## src/rtl/iccm_arb_pkg.sv

```systemverilog
`default_nettype none
// ============================================================================
// Module      : iccm_arb_pkg
// Description : Shared types and sizes for the ICCM port arbiter.
//               - req_e   : identifies a requester (also used as the response
//                           routing tag)
//               - ICCM_*  : default ICCM geometry
// Revision    : 1.0 - initial release
// ============================================================================
package iccm_arb_pkg;

    localparam int ICCM_ADDR_W = 12;
    localparam int ICCM_DATA_W = 32;
    localparam int ICCM_BE_W   = 4;

    typedef enum logic [1:0] {
        REQ_NONE = 2'd0,
        REQ_LDR  = 2'd1,
        REQ_IF   = 2'd2,
        REQ_BUS  = 2'd3
    } req_e;

endpackage : iccm_arb_pkg
`default_nettype wire

```

## src/rtl/iccm_rr_arb2.sv

```systemverilog
`default_nettype none
// ============================================================================
// Module      : iccm_rr_arb2
// Description : Two-way round-robin arbiter with enable.
//               Ports:
//                 clk_i  - clock
//                 rst_i  - synchronous active-high reset (pointer -> req 0)
//                 i_en   - arbitration enable; no grants while low
//                 i_req  - request vector, bit 0 = fetch, bit 1 = bus
//                 o_gnt  - one-hot grant vector (same cycle as request)
//               The pointer names the requester that wins a tie. After any
//               grant it moves to the requester that was not granted, so a
//               lone request does not steal the next tie from the other side.
// Revision    : 1.0 - initial release
// ============================================================================
module iccm_rr_arb2 (
    input  logic       clk_i,
    input  logic       rst_i,
    input  logic       i_en,
    input  logic [1:0] i_req,
    output logic [1:0] o_gnt
);

    logic       r_ptr;   // 0: fetch wins a tie, 1: bus wins a tie
    logic [1:0] w_gnt;

    always_comb begin
        w_gnt = 2'b00;
        if (i_en) begin
            case (i_req)
                2'b01:   w_gnt = 2'b01;
                2'b10:   w_gnt = 2'b10;
                2'b11:   w_gnt = r_ptr ? 2'b10 : 2'b01;
                default: w_gnt = 2'b00;
            endcase
        end
    end

    always_ff @(posedge clk_i) begin
        if (rst_i) begin
            r_ptr <= 1'b0;
        end else if (w_gnt[0]) begin
            r_ptr <= 1'b1;
        end else if (w_gnt[1]) begin
            r_ptr <= 1'b0;
        end
    end

    assign o_gnt = w_gnt;

endmodule : iccm_rr_arb2
`default_nettype wire

```

## src/rtl/iccm_port_arbiter.sv

```systemverilog
`default_nettype none
// ============================================================================
// Module      : iccm_port_arbiter
// Description : Shares the single-port ICCM SRAM between the UART program
//               loader (write-only, highest priority), the core fetch port
//               and the system-bus/debug port, and returns the 1-cycle read
//               data to the requester that issued the read.
//               Ports:
//                 clk_i, rst_i          - clock, synchronous active-high reset
//                 prog_i                - programming mode, blocks fetch/bus
//                 ldr_*                 - loader write port (pulse strobe)
//                 if_*                  - fetch read port (req/gnt/rvalid)
//                 bus_*                 - bus read/write port (req/gnt/rvalid)
//                 mem_*                 - SRAM macro pins (csb/web active-low)
// Revision    : 1.0 - initial release
// ============================================================================
module iccm_port_arbiter
    import iccm_arb_pkg::*;
#(
    parameter int ADDR_W = ICCM_ADDR_W,
    parameter int DATA_W = ICCM_DATA_W,
    parameter int BE_W   = ICCM_BE_W
) (
    input  logic              clk_i,
    input  logic              rst_i,
    input  logic              prog_i,
    input  logic              ldr_we_i,
    input  logic [ADDR_W-1:0] ldr_addr_i,
    input  logic [DATA_W-1:0] ldr_wdata_i,
    input  logic              if_req_i,
    input  logic [ADDR_W-1:0] if_addr_i,
    output logic              if_gnt_o,
    output logic              if_rvalid_o,
    output logic [DATA_W-1:0] if_rdata_o,
    input  logic              bus_req_i,
    input  logic              bus_we_i,
    input  logic [BE_W-1:0]   bus_be_i,
    input  logic [ADDR_W-1:0] bus_addr_i,
    input  logic [DATA_W-1:0] bus_wdata_i,
    output logic              bus_gnt_o,
    output logic              bus_rvalid_o,
    output logic [DATA_W-1:0] bus_rdata_o,
    output logic              mem_csb_o,
    output logic              mem_web_o,
    output logic [BE_W-1:0]   mem_wmask_o,
    output logic [ADDR_W-1:0] mem_addr_o,
    output logic [DATA_W-1:0] mem_wdata_o,
    input  logic [DATA_W-1:0] mem_rdata_i
);

    logic       w_ldr_act;
    logic       w_arb_en;
    logic [1:0] w_gnt;
    req_e       r_rsp_sel;
    logic       r_rsp_we;

    // Reset suppresses every access, including the loader.
    assign w_ldr_act = ldr_we_i & ~rst_i;
    // Loader cycles disable the arbiter, so they leave the pointer untouched.
    assign w_arb_en  = ~rst_i & ~ldr_we_i & ~prog_i;

    iccm_rr_arb2 u_rr_arb (
        .clk_i (clk_i),
        .rst_i (rst_i),
        .i_en  (w_arb_en),
        .i_req ({bus_req_i, if_req_i}),
        .o_gnt (w_gnt)
    );

    assign if_gnt_o  = w_gnt[0];
    assign bus_gnt_o = w_gnt[1];

    // SRAM pin mux; idle and read cycles drive unused fields to zero.
    always_comb begin
        mem_csb_o   = 1'b1;
        mem_web_o   = 1'b1;
        mem_wmask_o = '0;
        mem_addr_o  = '0;
        mem_wdata_o = '0;
        if (w_ldr_act) begin
            mem_csb_o   = 1'b0;
            mem_web_o   = 1'b0;
            mem_wmask_o = '1;
            mem_addr_o  = ldr_addr_i;
            mem_wdata_o = ldr_wdata_i;
        end else if (w_gnt[0]) begin
            mem_csb_o   = 1'b0;
            mem_addr_o  = if_addr_i;
        end else if (w_gnt[1]) begin
            mem_csb_o   = 1'b0;
            mem_addr_o  = bus_addr_i;
            if (bus_we_i) begin
                mem_web_o   = 1'b0;
                mem_wmask_o = bus_be_i;
                mem_wdata_o = bus_wdata_i;
            end
        end
    end

    // Response tag: which port owns the SRAM output in the next cycle.
    always_ff @(posedge clk_i) begin
        if (rst_i) begin
            r_rsp_sel <= REQ_NONE;
            r_rsp_we  <= 1'b0;
        end else begin
            r_rsp_we <= bus_we_i;
            if (w_gnt[0]) begin
                r_rsp_sel <= REQ_IF;
            end else if (w_gnt[1]) begin
                r_rsp_sel <= REQ_BUS;
            end else begin
                r_rsp_sel <= REQ_NONE;
            end
        end
    end

    assign if_rvalid_o  = (r_rsp_sel == REQ_IF);
    assign bus_rvalid_o = (r_rsp_sel == REQ_BUS);
    assign if_rdata_o   = if_rvalid_o ? mem_rdata_i : '0;
    // A bus write is acknowledged with zero data.
    assign bus_rdata_o  = (bus_rvalid_o && !r_rsp_we) ? mem_rdata_i : '0;

endmodule : iccm_port_arbiter
`default_nettype wire

```

## config.mk

```make
export PLATFORM = sky130hd
export DESIGN_NAME = iccm_port_arbiter
export DESIGN_NICKNAME = d
export VERILOG_FILES = /design/src/rtl/iccm_arb_pkg.sv /design/src/rtl/iccm_rr_arb2.sv /design/src/rtl/iccm_port_arbiter.sv
export SDC_FILE = /design/constraint.sdc
export NUM_CORES = 1
export LEC_CHECK = 0
export BUFFER_PORTS_ARGS = -buffer_cell sky130_fd_sc_hd__buf_2
export CORE_AREA = 2 2 101 103
export CTS_CLUSTER_SIZE = 8
export DETAILED_ROUTE_END_ITERATION = 8
export DIE_AREA = 0 0 103 105
export GPL_TIMING_DRIVEN = 0
export SLEW_MARGIN = 30
export SYNTH_ARGS = -nofsm -noshare
export SYNTH_HDL_FRONTEND = slang
export SYNTH_SLANG_ARGS = --single-unit
```

## constraint.sdc

```tcl
create_clock -name clk_i -period 1.81 [get_ports clk_i]
set_clock_uncertainty 0.1 [all_clocks]
set_input_delay 0.2715 -clock clk_i [delete_from_list [all_inputs] [get_ports clk_i]]
set_output_delay 0.2715 -clock clk_i [all_outputs]
set_load 0.05 [all_outputs]
```

======== Word level (Yosys, flattened, before mapping) ========
Index checks and enable logic that the tools add are counted.
W data, S select, Z words.
word-level totals
  flip-flop bits (word level) ............. 4
  word-level logic and storage cells ...... 46
  input bits .............................. 143
  output and inout bits ................... 118
cells by class
  equality and inequality tests ........... 5
  muxes and demuxes ....................... 27
  bitwise operators ....................... 6
  reduce and logical (&&, ||, !) cells .... 4
operators by type and width
  kind                  number
  $mux W32              6
  $mux W12              3
  $mux W4               4
  $mux W1               9
  $eq A2 B2 Y1 const B  4
  $mux W2               4
  $pmux W2 S3           1
  $and A1 B1 Y1         3
  $not A1 Y1            3
  $eq A2 B1 Y1 const B  1
  $reduce_bool A2 Y1    1
  $reduce_or A2 Y1      1
  $logic_and A1 B1 Y1   1
  $logic_not A1 Y1      1

======== Longest topological paths before layout ========
Gate-level depths: netlist of the first run.
  depth after elaboration ................. 7
  gate-level depth with buffers ........... 5
  mapped depth without buffers ............ 3

======== By module ========
Synthesis of the first run repeated with hierarchy kept, for this count alone.
unflattened totals
  cell total of the unflattened synthesis .. 233
  area, all modules ....................... 1637.8 um2
by module, submodules not included
  module             area an instance (um2)  instances  cells an instance  sequential area each (um2)
  iccm_port_arbiter  1582.8                  1          225                60.1
  iccm_rr_arb2       55.1                    1          8                  20.0

======== Worst setup path before layout of the first run ========
OpenSTA, ideal clock, no wires.
  path type ............................... register -> output
  from .................................... register u_rr_arb.r_ptr
  to ...................................... output mem_csb_o
  required time ........................... 1.439 ns
  path slack .............................. -0.540 ns
  buffers on the path ..................... 2
  data arrival time ....................... 1.979 ns
  cell stages (with the launch flop) ...... 6
  cells stage by stage .................... dfxtp_1 > nand2b_1 > and3_1 > buf_2 > buf_6 > nor3_1
between the ends
  word-level cells in the longest chain between the ends .. 6
RTL lines
  element                 RTL line                 text
  start, declared         iccm_rr_arb2.sv:24       logic r_ptr;
  start signal, assigned  iccm_rr_arb2.sv:41       r_ptr <= 1'b0;
  start signal, assigned  iccm_rr_arb2.sv:43       r_ptr <= 1'b1;
  start signal, assigned  iccm_rr_arb2.sv:45       r_ptr <= 1'b0;
  $mux W2                 iccm_rr_arb2.sv:33       2'b11: w_gnt = r_ptr ? 2'b10 : 2'b01;
  $pmux W2 S3             iccm_rr_arb2.sv:30       case (i_req)
  $mux W2                 iccm_rr_arb2.sv:29       if (i_en) begin
  named net bus_gnt_o     iccm_port_arbiter.sv:40  output logic bus_gnt_o,
  $mux W1                 iccm_port_arbiter.sv:89  end else if (w_gnt[1]) begin
  $mux W1                 iccm_port_arbiter.sv:86  end else if (w_gnt[0]) begin
  $mux W1                 iccm_port_arbiter.sv:80  if (w_ldr_act) begin
  end, declared           iccm_port_arbiter.sv:43  output logic mem_csb_o,
The timed path passes the listed nets, and every way through them passes these cells.

======== Final worst setup path of the first run ========
  from .................................... register u_rr_arb.r_ptr
  to ...................................... output mem_wdata_o[5]
between the ends
  word-level cells in the longest chain between the ends .. 6
RTL lines
  element        RTL line                 text
  $mux W2 *      iccm_rr_arb2.sv:33
  $pmux W2 S3 *  iccm_rr_arb2.sv:30
  $mux W2 *      iccm_rr_arb2.sv:29
  $mux W32       iccm_port_arbiter.sv:89
  $mux W32 *     iccm_port_arbiter.sv:86
  $mux W32 *     iccm_port_arbiter.sv:80
  end, declared  iccm_port_arbiter.sv:47  output logic [DATA_W-1:0] mem_wdata_o,
Every way passes the cells marked *; elsewhere a longest branch is shown, timed or not.

==> out/metrics.yaml, run 1 <==
pre_cts_ws_ns: -0.386
syn_nets: 307
grt_pass1_vias: 2209
antenna_found_initial: 0
yosysWarnings: 0
fmax_mhz: 528
die_h_um: 105
drive_gt1_frac: 0.803
p_per_area_nw_per_um2: 286
grt.overflow.total: 0
path_clk_slew_ns: 0.03
syn_to_final_growth_pct: 203
dr.pass1.iters: 4
gr-usage-all-layers: 0.125
worstSetupEndpointType: "output pin"
synthSimpleGateAreaFrac: 0.472
initial_core_util: 0.128
final.period_utilization: 1.05
drc: 0
p_leak_nw: 2.03
final_nets: 582
fin_util: 0.387
die_w_um: 103
synth_adder_area_share: 0
syn-instance-count: 164
coreArea_um2: 9640
final-max-slew-violation-count: 0
multi_input_area_um2: 1150
power_mw: 1.07
synth_xor_area_frac: 0
gp_congestion: 0.804
slew_headroom: 0.835
grt_max_degree: 11
fillers: 970
holdWs_ns: 0.184
layout_commonest_cell: "buf_2"
violations: "setup timing"
cp_max_fo: 5
hold_viol: 0
critical_path_required_ns: 1.44
die_area_um2: 10800
outcome: "complete, but fails checks"
cts_buffers: 3
worstMarginPinSlew_ns: 0.247
finalCriticalPeriod_ns: 1.89
synth_top_family_by_area: "simple AND/OR/NAND/NOR gates"
port_buffers: 260
max-cap-violations: 0
syn_avg_cell_area_um2: 7.51
post_dp_cell_area_um2: 2750
wire_per_inst_um: 14.8
clk_latency_ns: 0.22
vias: 2419
grt_pass1_wl_um: 10700
synth_cell_types: 24
pin_count: 261
design_area_um2: 3730
drtIter0Drc: 66
synth_compound_area_frac: 0.359
worstSetupPathType: "reg -> out"
hpwl_um: 6200
ant_nets: 0
diodes: 0
syn_area_um2: 1230
layout_common_cells: "157 x buf_2, 57 x buf_6, 46 x and2_1"
clock_sinks: 4
via_per_inst: 4.24
rsz0062_at_grt: "true"
fin_ws_ns: -0.0837
crit_arrival_ns: 1.52
num_rows: 36
register_area_um2: 83.8
ctsLongestPathBuffers: 2
ys_seq_area_frac: 0.0650
wirelength_um: 8440
synthMuxAreaShare: 0
htreeDepth: 1
cts_tree: "built"
irDropWorstVdd_uv: 145
setup_violations: 60
ys_ff_latch: 4
hold_class: "in -> reg"
crit_path_start_kind: "flip-flop"
root_buffer: "clkbuf_8"
[cells in the mapped netlist (all sizes together)]
master	instances	area share
a22o	32	0.23
and2	77	0.39
nor2b	3	0.017
and4	1	0.0071
nand2	1	0.0030
and3	3	0.016
a21o	4	0.024
a21oi	1	0.0041
and2b	1	0.0071
dfxtp	4	0.065
or2	1	0.0051
nand2b	1	0.0051
nor2	1	0.0030
a221o	12	0.10
buf	11	0.080
nor3	3	0.016
clkbuf	8	0.024
[through the flow]
step	setup TNS [ns]	std cells
after global routing	-5.22	570
final	-2.30	570
after floorplan	-0.103	164
after detailed placement	-15.77	557
after CTS	-2.03	566
after global placement	-13.12	557
[state kept, by name (all words and copies together) (netlist names)]
register and count:
r_rsp_sel 2, u_rr_arb.r_ptr 1, r_rsp_we 1
[where the power goes]
group | total (mW) | switching (mW) | internal, mW
clock | 0.188 | 0.0462 | 0.142
combinational | 0.784 | 0.449 | 0.335
sequential | 0.0951 | 0.00248 | 0.0926
total | 1.07 | 0.498 | 0.569
[metal layers]
| layer | share of wire | track usage | up-vias |
|---|---|---|---|
| met3 | 0.081 | 0.0134 | 10 |
| met5 | 0 | 0 | - |
| met4 | 0.012 | 0.0254 | 0 |
| met1 | 0.34 | 0.130 | 1118 |
| li1 | - | - | 1137 |
| met2 | 0.56 | 0.256 | 154 |
[cells by family after synthesis]
logic type,after synthesis
DFF,4
AOI/OAI and AO/OA,49
and+or+nand+nor,92
buffers and inverters,19
[worst max-delay path, stage by stage (launching register included)]
cell and delay, ns:
dfxtp_2 0.34, nand2b_4 0.13, and4_4 0.23, bufbuf_16 0.26, a22o_1 0.17, buf_6 0.18
[layout make-up]
cell class | count | share of cell area
Multi-Input combinational cell | 141 | 0.308
Timing Repair Buffer | 272 | 0.571
Sequential cell | 4 | 0.0225
Buffer | 17 | 0.0432
Clock buffer | 3 | 0.0111
Tap cell | 133 | 0.0446
[path summary, 6_finish.rpt]
check,start,endpoint,slack (ns),cells past startpoint
hold reg to reg,u_rr_arb.r_ptr,u_rr_arb.r_ptr,0.43,2
setup reg to reg,u_rr_arb.r_ptr,r_rsp_sel[1],0.41,5
hold / removal,rst_i,u_rr_arb.r_ptr,0.18,2
setup / recovery,u_rr_arb.r_ptr,mem_wdata_o[5],-0.08,5
[what timing repair did]
action                                  CTS  global route
hold buffers                              0             0
gates cloned                              4             2
resized for setup                       174           102
pin swaps                                16            13
endpoints found under the setup margin  111           108
buffers inserted                          4             2
(Power assumes the default switching activity.)
==> run 2: changes to the inputs <==
Settings changed: CELL_PAD_IN_SITES_DETAIL_PLACEMENT from default to 1, CELL_PAD_IN_SITES_GLOBAL_PLACEMENT from default to 2, CORE_AREA 2 2 101 103 to default, CORE_MARGIN from default to 2, CORE_UTILIZATION from default to 10, CTS_CLUSTER_SIZE 8 to default, DIE_AREA 0 0 103 105 to default, PLACE_DENSITY_LB_ADDON from default to 0.1.
==> run 2 against run 1 <==
  * The run still ends with setup timing left
  * Wire length up 11%
  * Core utilization down 6.4 points
  * Global-route usage shrank 0.50 points
  * Sequential share of layout area fell by 0.087 points
  * Register-to-register slack lost 0.03 ns
  * Worst hold slack lost 0.015 ns
  * Via count decreased by 0.66%
  * First-iteration DRC count shrank 3.0%
  * Combinational power barely moved
  * Non-clock buffer count is 6 higher
  * Cell count rose by 3.5%
==> out/metrics.yaml, run 2 (synthesis gave the netlist of run 1 again) <==
worstSetupPathType: "reg -> out"  # unchanged
final.period_utilization: 1.06  # was 1.05
holdPathEnd: "u_rr_arb.r_ptr"  # unchanged
regToRegEndpoint: "r_rsp_sel[1]"  # unchanged
die_area_um2: 13200  # was 10800 µm²
wirelength_um: 9360  # was 8440 µm
port_buffers: 260  # unchanged
violations: "setup timing"  # unchanged
top_regs: "r_rsp_sel: 2 flops, r_rsp_we: 1 flops, u_rr_arb.r_ptr: 1 flops"  # unchanged
p_per_area_nw_per_um2: 315  # was 286 nW/µm²
hold_viol: 0  # unchanged
diodes: 0  # unchanged
cts_tree: "built"  # unchanged
setup_violations: 39  # was 60
final-max-slew-violation-count: 0  # unchanged
die_h_um: 115  # was 105 µm
finalSetupTns_ns: -2.65  # was -2.30 ns
wire_per_inst_um: 15.9  # was 14.8 µm
ctsLongestPathBuffers: 2  # unchanged
gp_congestion: 0.728  # was 0.804
final_cells: 590  # was 570
drc: 0  # unchanged
layout_common_cells: "151 x buf_2, 65 x buf_6, 46 x and2_1"  # was 157 x buf_2, 57 x buf_6, 46 x and2_1
r2r-start: "u_rr_arb.r_ptr"  # unchanged
clk_latency_ns: 0.22  # about the same
worstMarginPinSlew_ns: 0.269  # was 0.247 ns
clock_sinks: 4  # unchanged
drive_gt1_frac: 0.804  # was 0.803
drtIter0Drc: 64  # was 66
htreeDepth: 1  # unchanged
rsz0062_at_grt: "true"  # unchanged
grt_pass1_wl_um: 12500  # was 10700 µm
post_dp_cell_area_um2: 2770  # was 2750 µm²
cp_max_fo: 9  # was 5
antenna_found_initial: 0  # unchanged
coreArea_um2: 12000  # was 9640 µm²
p_leak_nw: 2.09  # was 2.03 nW
fmax_mhz: 523  # was 528 MHz
largest_reg_flops: 2  # unchanged
worstPathCellList: "nand2b_4, and3_4, buf_8, a221o_2, buf_8"  # was nand2b_4, and4_4, bufbuf_16, a22o_1, buf_6
pin_count: 261  # unchanged
grt_max_degree: 11  # unchanged
crit_path_start_kind: "flip-flop"  # unchanged
max-cap-violations: 0  # unchanged
path_clk_slew_ns: 0.03  # about the same
fin_util: 0.323  # was 0.387
ant_nets: 0  # unchanged
finalCriticalPeriod_ns: 1.91  # was 1.89 ns
critPathSlowestCell: "a221o_2"  # was dfxtp_2
num_rows: 40  # was 36
fillers: 1441  # was 970
die_w_um: 115  # was 103 µm
cpPeakStageDelay_ns: 0.35  # was 0.34 ns
via_per_inst: 4.07  # was 4.24
dr.pass1.iters: 4  # unchanged
vias: 2403  # was 2419
gr-usage-all-layers: 0.120  # was 0.125
grt.overflow.total: 0  # unchanged
hold_class: "in -> reg"  # unchanged
grt_pass1_vias: 2345  # was 2209
crit_arrival_ns: 1.54  # was 1.52 ns
dp.cells: 571  # was 557
worstSetupEndpointType: "output pin"  # unchanged
fin_ws_ns: -0.100  # was -0.0837 ns
syn_to_final_growth_pct: 215  # was 203%
hold_depth: 2  # unchanged
r2r_slack_ns: 0.38  # was 0.41 ns
hp-start: "rst_i"  # unchanged
slew_headroom: 0.822  # was 0.835
irDropWorstVdd_uv: 192  # was 145 µV
final_nets: 588  # was 582
timing.critical_path.mode_cell: "buf_8"
rr_worst_depth: 5  # unchanged
initial_core_util: 0.103  # was 0.128
crit_start: "u_rr_arb.r_ptr"  # unchanged
cts_buffers: 3  # unchanged
hold_buffers: 0  # unchanged
design_area_um2: 3880  # was 3730 µm²
outcome: "complete, but fails checks"  # unchanged
regMostFlops: "r_rsp_sel"  # unchanged
layout_commonest_cell: "buf_2"  # unchanged
critical_path_required_ns: 1.44  # about the same
hpwl_um: 7570  # was 6200 µm
root_buffer: "clkbuf_16"  # was clkbuf_8
[run 2: worst max path at each step]
stage / endpoint / slack, ns / cells past startpoint
finish: mem_addr_o[5] / -0.10 / 5
global route: mem_wdata_o[7] / -0.15 / 6
CTS: mem_wdata_o[16] / -0.09 / 6
detailed placement: mem_wdata_o[16] / -0.37 / 6
global placement: mem_wdata_o[20] / -0.40 / 6
floorplan: mem_csb_o / -0.10 / 5
[run 2: routing by layer]
layer  wire length (µm)  vias up  GRT usage
met5                  0        -          0
met1               3310     1101      0.127
li1                   -     1145          -
met2               5140      151      0.237
met3                834        6     0.0311
met4                 78        0     0.0225
[run 2: metrics by stage]
stage                     total power, mW  hold slack [ns]  setup WS [ns]
after floorplan                     0.493            0.251         -0.103
after global placement              0.747            0.412         -0.404
after detailed placement            0.748            0.412         -0.367
after CTS                            1.20            0.170        -0.0857
after global routing                 1.28            0.179         -0.151
final                                1.22            0.169         -0.100
[run 2: worst max-delay path: cells and delay by family, from the launching register on]
family	cells	cell delay, ns
AOI/OAI and AO/OA	1	0.35
buffers and inverters	2	0.31
and+or+nand+nor	2	0.35
DFF	1	0.31
[run 2: repair_timing]
action / in CTS / in global routing
setup buffers: 5 / 6
endpoints found under the setup margin: 114 / 105
pin swaps: 15 / 13
resized for setup: 193 / 81
gates cloned: 2 / 5
[run 2: final cells by class]
cell class | count | area (µm²) | share of cell area
multi-input cells | 141 | 1140 | 0.294
repair buffers | 278 | 2210 | 0.568
well taps | 147 | 184 | 0.0474
plain buffers | 17 | 193 | 0.0496
clock buffers | 3 | 75.1 | 0.0193
flip-flops and latches | 4 | 83.8 | 0.0216
[run 2: power breakdown]
part,switching [mW],total [mW],internal [mW],leakage [nW]
logic,0.444,0.785,0.341,2.02
registers,0.00212,0.0947,0.0926,0.0341
clock network,0.0609,0.343,0.282,0.0370
==> run 3: changes to the inputs <==
==> constraint.sdc (replaced) <==
create_clock -name clk_i -period 1.81 [get_ports clk_i]
set_clock_uncertainty 0.1 [all_clocks]
set_input_delay 0.0905 -clock clk_i [delete_from_list [all_inputs] [get_ports clk_i]]
set_output_delay 0.0905 -clock clk_i [all_outputs]
set_load 0.05 [all_outputs]
==> run 3 against run 2 <==
  * The flow finishes with violations (hold timing)
  * Cell count fell by 2.9%
  * Final area fell by 22%
  * Wire length fell by 14%
  * Clock power fell by 1%
  * Core utilization fell by 7.1 points
  * Worst hold slack got worse by 0.17 ns
  * Largest power group unchanged
==> out/metrics.yaml, run 3 (synthesis gave the netlist of run 1 again) <==
critPathBufInv: 3  # was 2
root_buffer: "clkbuf_16"  # unchanged
p_leak_nw: 1.84  # was 2.09 nW
coreArea_um2: 12000  # unchanged
cts_buffers: 3  # unchanged
rsz0062_at_grt: "true"  # unchanged
clock_sinks: 4  # unchanged
num_rows: 40  # unchanged
grt.overflow.total: 0  # unchanged
clk_latency_ns: 0.22  # about the same
worstSetupPathType: "reg -> out"  # unchanged
hold_buffers: 0  # unchanged
cts_tree: "built"  # unchanged
critical_path_required_ns: 1.62  # was 1.44 ns
final.period_utilization: 0.974  # was 1.06
drc: 0  # unchanged
grt_pass1_vias: 2334  # was 2345
hold_class: "in -> reg"  # unchanged
die_w_um: 115  # unchanged
finalCriticalPeriod_ns: 1.76  # was 1.91 ns
pin_count: 261  # unchanged
via_per_inst: 3.95  # was 4.07
largest_reg_flops: 2  # unchanged
initial_core_util: 0.103  # unchanged
hpwl_um: 7170  # was 7570 µm
worstSetupEndpointType: "output pin"  # unchanged
path_clk_slew_ns: 0.03  # about the same
slew_headroom: 0.758  # was 0.822
holdWs_ns: -0.00537  # was 0.169 ns
finalSetupTns_ns: 0  # was -2.65 ns
syn_to_final_growth_pct: 147  # was 215%
critPathSlowestCell: "a221o_1"  # was a221o_2
p_per_area_nw_per_um2: 368  # was 315 nW/µm²
gr-usage-all-layers: 0.108  # was 0.120
vias: 2264  # was 2403
drive_gt1_frac: 0.765  # was 0.804
die_h_um: 115  # unchanged
max-cap-violations: 0  # unchanged
hold_viol: 1  # was 0
regMostFlops: "r_rsp_sel"  # unchanged
setup_violations: 0  # was 39
outcome: "complete, but fails checks"  # unchanged
final_nets: 571  # was 588
htreeDepth: 1  # unchanged
drtIter0Drc: 56  # was 64
gp_congestion: 0.679  # was 0.728
final-max-slew-violation-count: 0  # unchanged
ctsLongestPathBuffers: 2  # unchanged
wire_per_inst_um: 14.0  # was 15.9 µm
pre_cts_ws_ns: -0.0284  # was -0.367 ns
cpPeakStageDelay_ns: 0.34  # was 0.35 ns
top_regs: "r_rsp_sel: 2 flops, r_rsp_we: 1 flops, u_rr_arb.r_ptr: 1 flops"  # unchanged
grt_pass1_wl_um: 11500  # was 12500 µm
cp_max_fo: 10  # was 9
fin_ws_ns: 0.0462  # was -0.100 ns
irDropWorstVdd_uv: 294  # was 192 µV
die_area_um2: 13200  # unchanged
worstPathCellList: "nand2_1, and3_1, buf_6, buf_8, a221o_1, buf_4"  # was nand2b_4, and3_4, buf_8, a221o_2, buf_8
grt_max_degree: 11  # unchanged
crit_path_start_kind: "flip-flop"  # unchanged
worstMarginPinSlew_ns: 0.363  # was 0.269 ns
crit_arrival_ns: 1.57  # was 1.54 ns
violations: "hold timing"  # was setup timing
layout_common_cells: "211 x buf_2, 47 x and2_1, 32 x a22o_1"  # was 151 x buf_2, 65 x buf_6, 46 x and2_1
wirelength_um: 8010  # was 9360 µm
diodes: 0  # unchanged
fmax_mhz: 567  # was 523 MHz
path_delay_family: "buffers and inverters"  # was simple AND/OR/NAND/NOR gates
port_buffers: 260  # unchanged
ant_nets: 0  # unchanged
layout_commonest_cell: "buf_2"  # unchanged
antenna_found_initial: 1  # was 0
dr.pass1.iters: 4  # unchanged
run 3: cell types whose count changed in the layout (fill, tap and decap cells not counted), moves of 5 or more:
cell	delta
clkbuf_2	+5
buf_4	-10
buf_2	+60
a221o_1	+6
and2_2	+10
and2_4	-11
a221o_2	-6
clkbuf_16	-5
buf_8	-24
buf_6	-49
clkbuf_4	+8
run 3: final timing paths:
check / slack, ns / endpoint / cells past startpoint / from
worst min register to register: 0.42 / u_rr_arb.r_ptr / 2 / u_rr_arb.r_ptr
worst max register to register: 0.48 / r_rsp_sel[1] / 5 / u_rr_arb.r_ptr
worst max-delay path: 0.05 / mem_addr_o[4] / 6 / u_rr_arb.r_ptr
worst min-delay path: -0.005 / u_rr_arb.r_ptr / 2 / rst_i
run 3: metrics by stage:
stage               utilization  std cells  total power [mW]  instance area [µm²]
floorplan                     -        164             0.491                 1270
global placement          0.230        571             0.743                 2760
detailed placement        0.230        571             0.744                 2760
CTS                       0.247        573              1.12                 2970
global route              0.253        573              1.17                 3040
finish                    0.253        573              1.12                 3040
run 3: per-layer routing:
metal  wire length (µm)  part of all wire  vias up  GRT usage
met5                 13            0.0016        -          0
met4                 65            0.0081        2     0.0193
met3                969              0.12        6     0.0385
met2               4240              0.53      149      0.218
met1               2720              0.34      994      0.104
li1                   -                 -     1113          -
run 3: cell type report:
class / count / area [µm²]
clock buffers: 3 / 75.1
well taps: 147 / 184
repair buffers: 260 / 1470
fillers: 1490 / 8980
plain buffers: 18 / 139
flip-flops and latches: 4 / 81.3
multi-input cells: 141 / 1090
run 3: repair_timing:
| item | CTS | global route |
|---|---|---|
| setup endpoints to repair | 92 | 64 |
| setup buffers | 0 | 0 |
| gates resized for setup | 52 | 30 |
| pin swaps | 0 | 1 |
run 3: where the power goes:
part | internal (mW) | switching (mW)
Clock | 0.282 | 0.0575
Combinational | 0.262 | 0.419
Sequential | 0.0924 | 0.00228
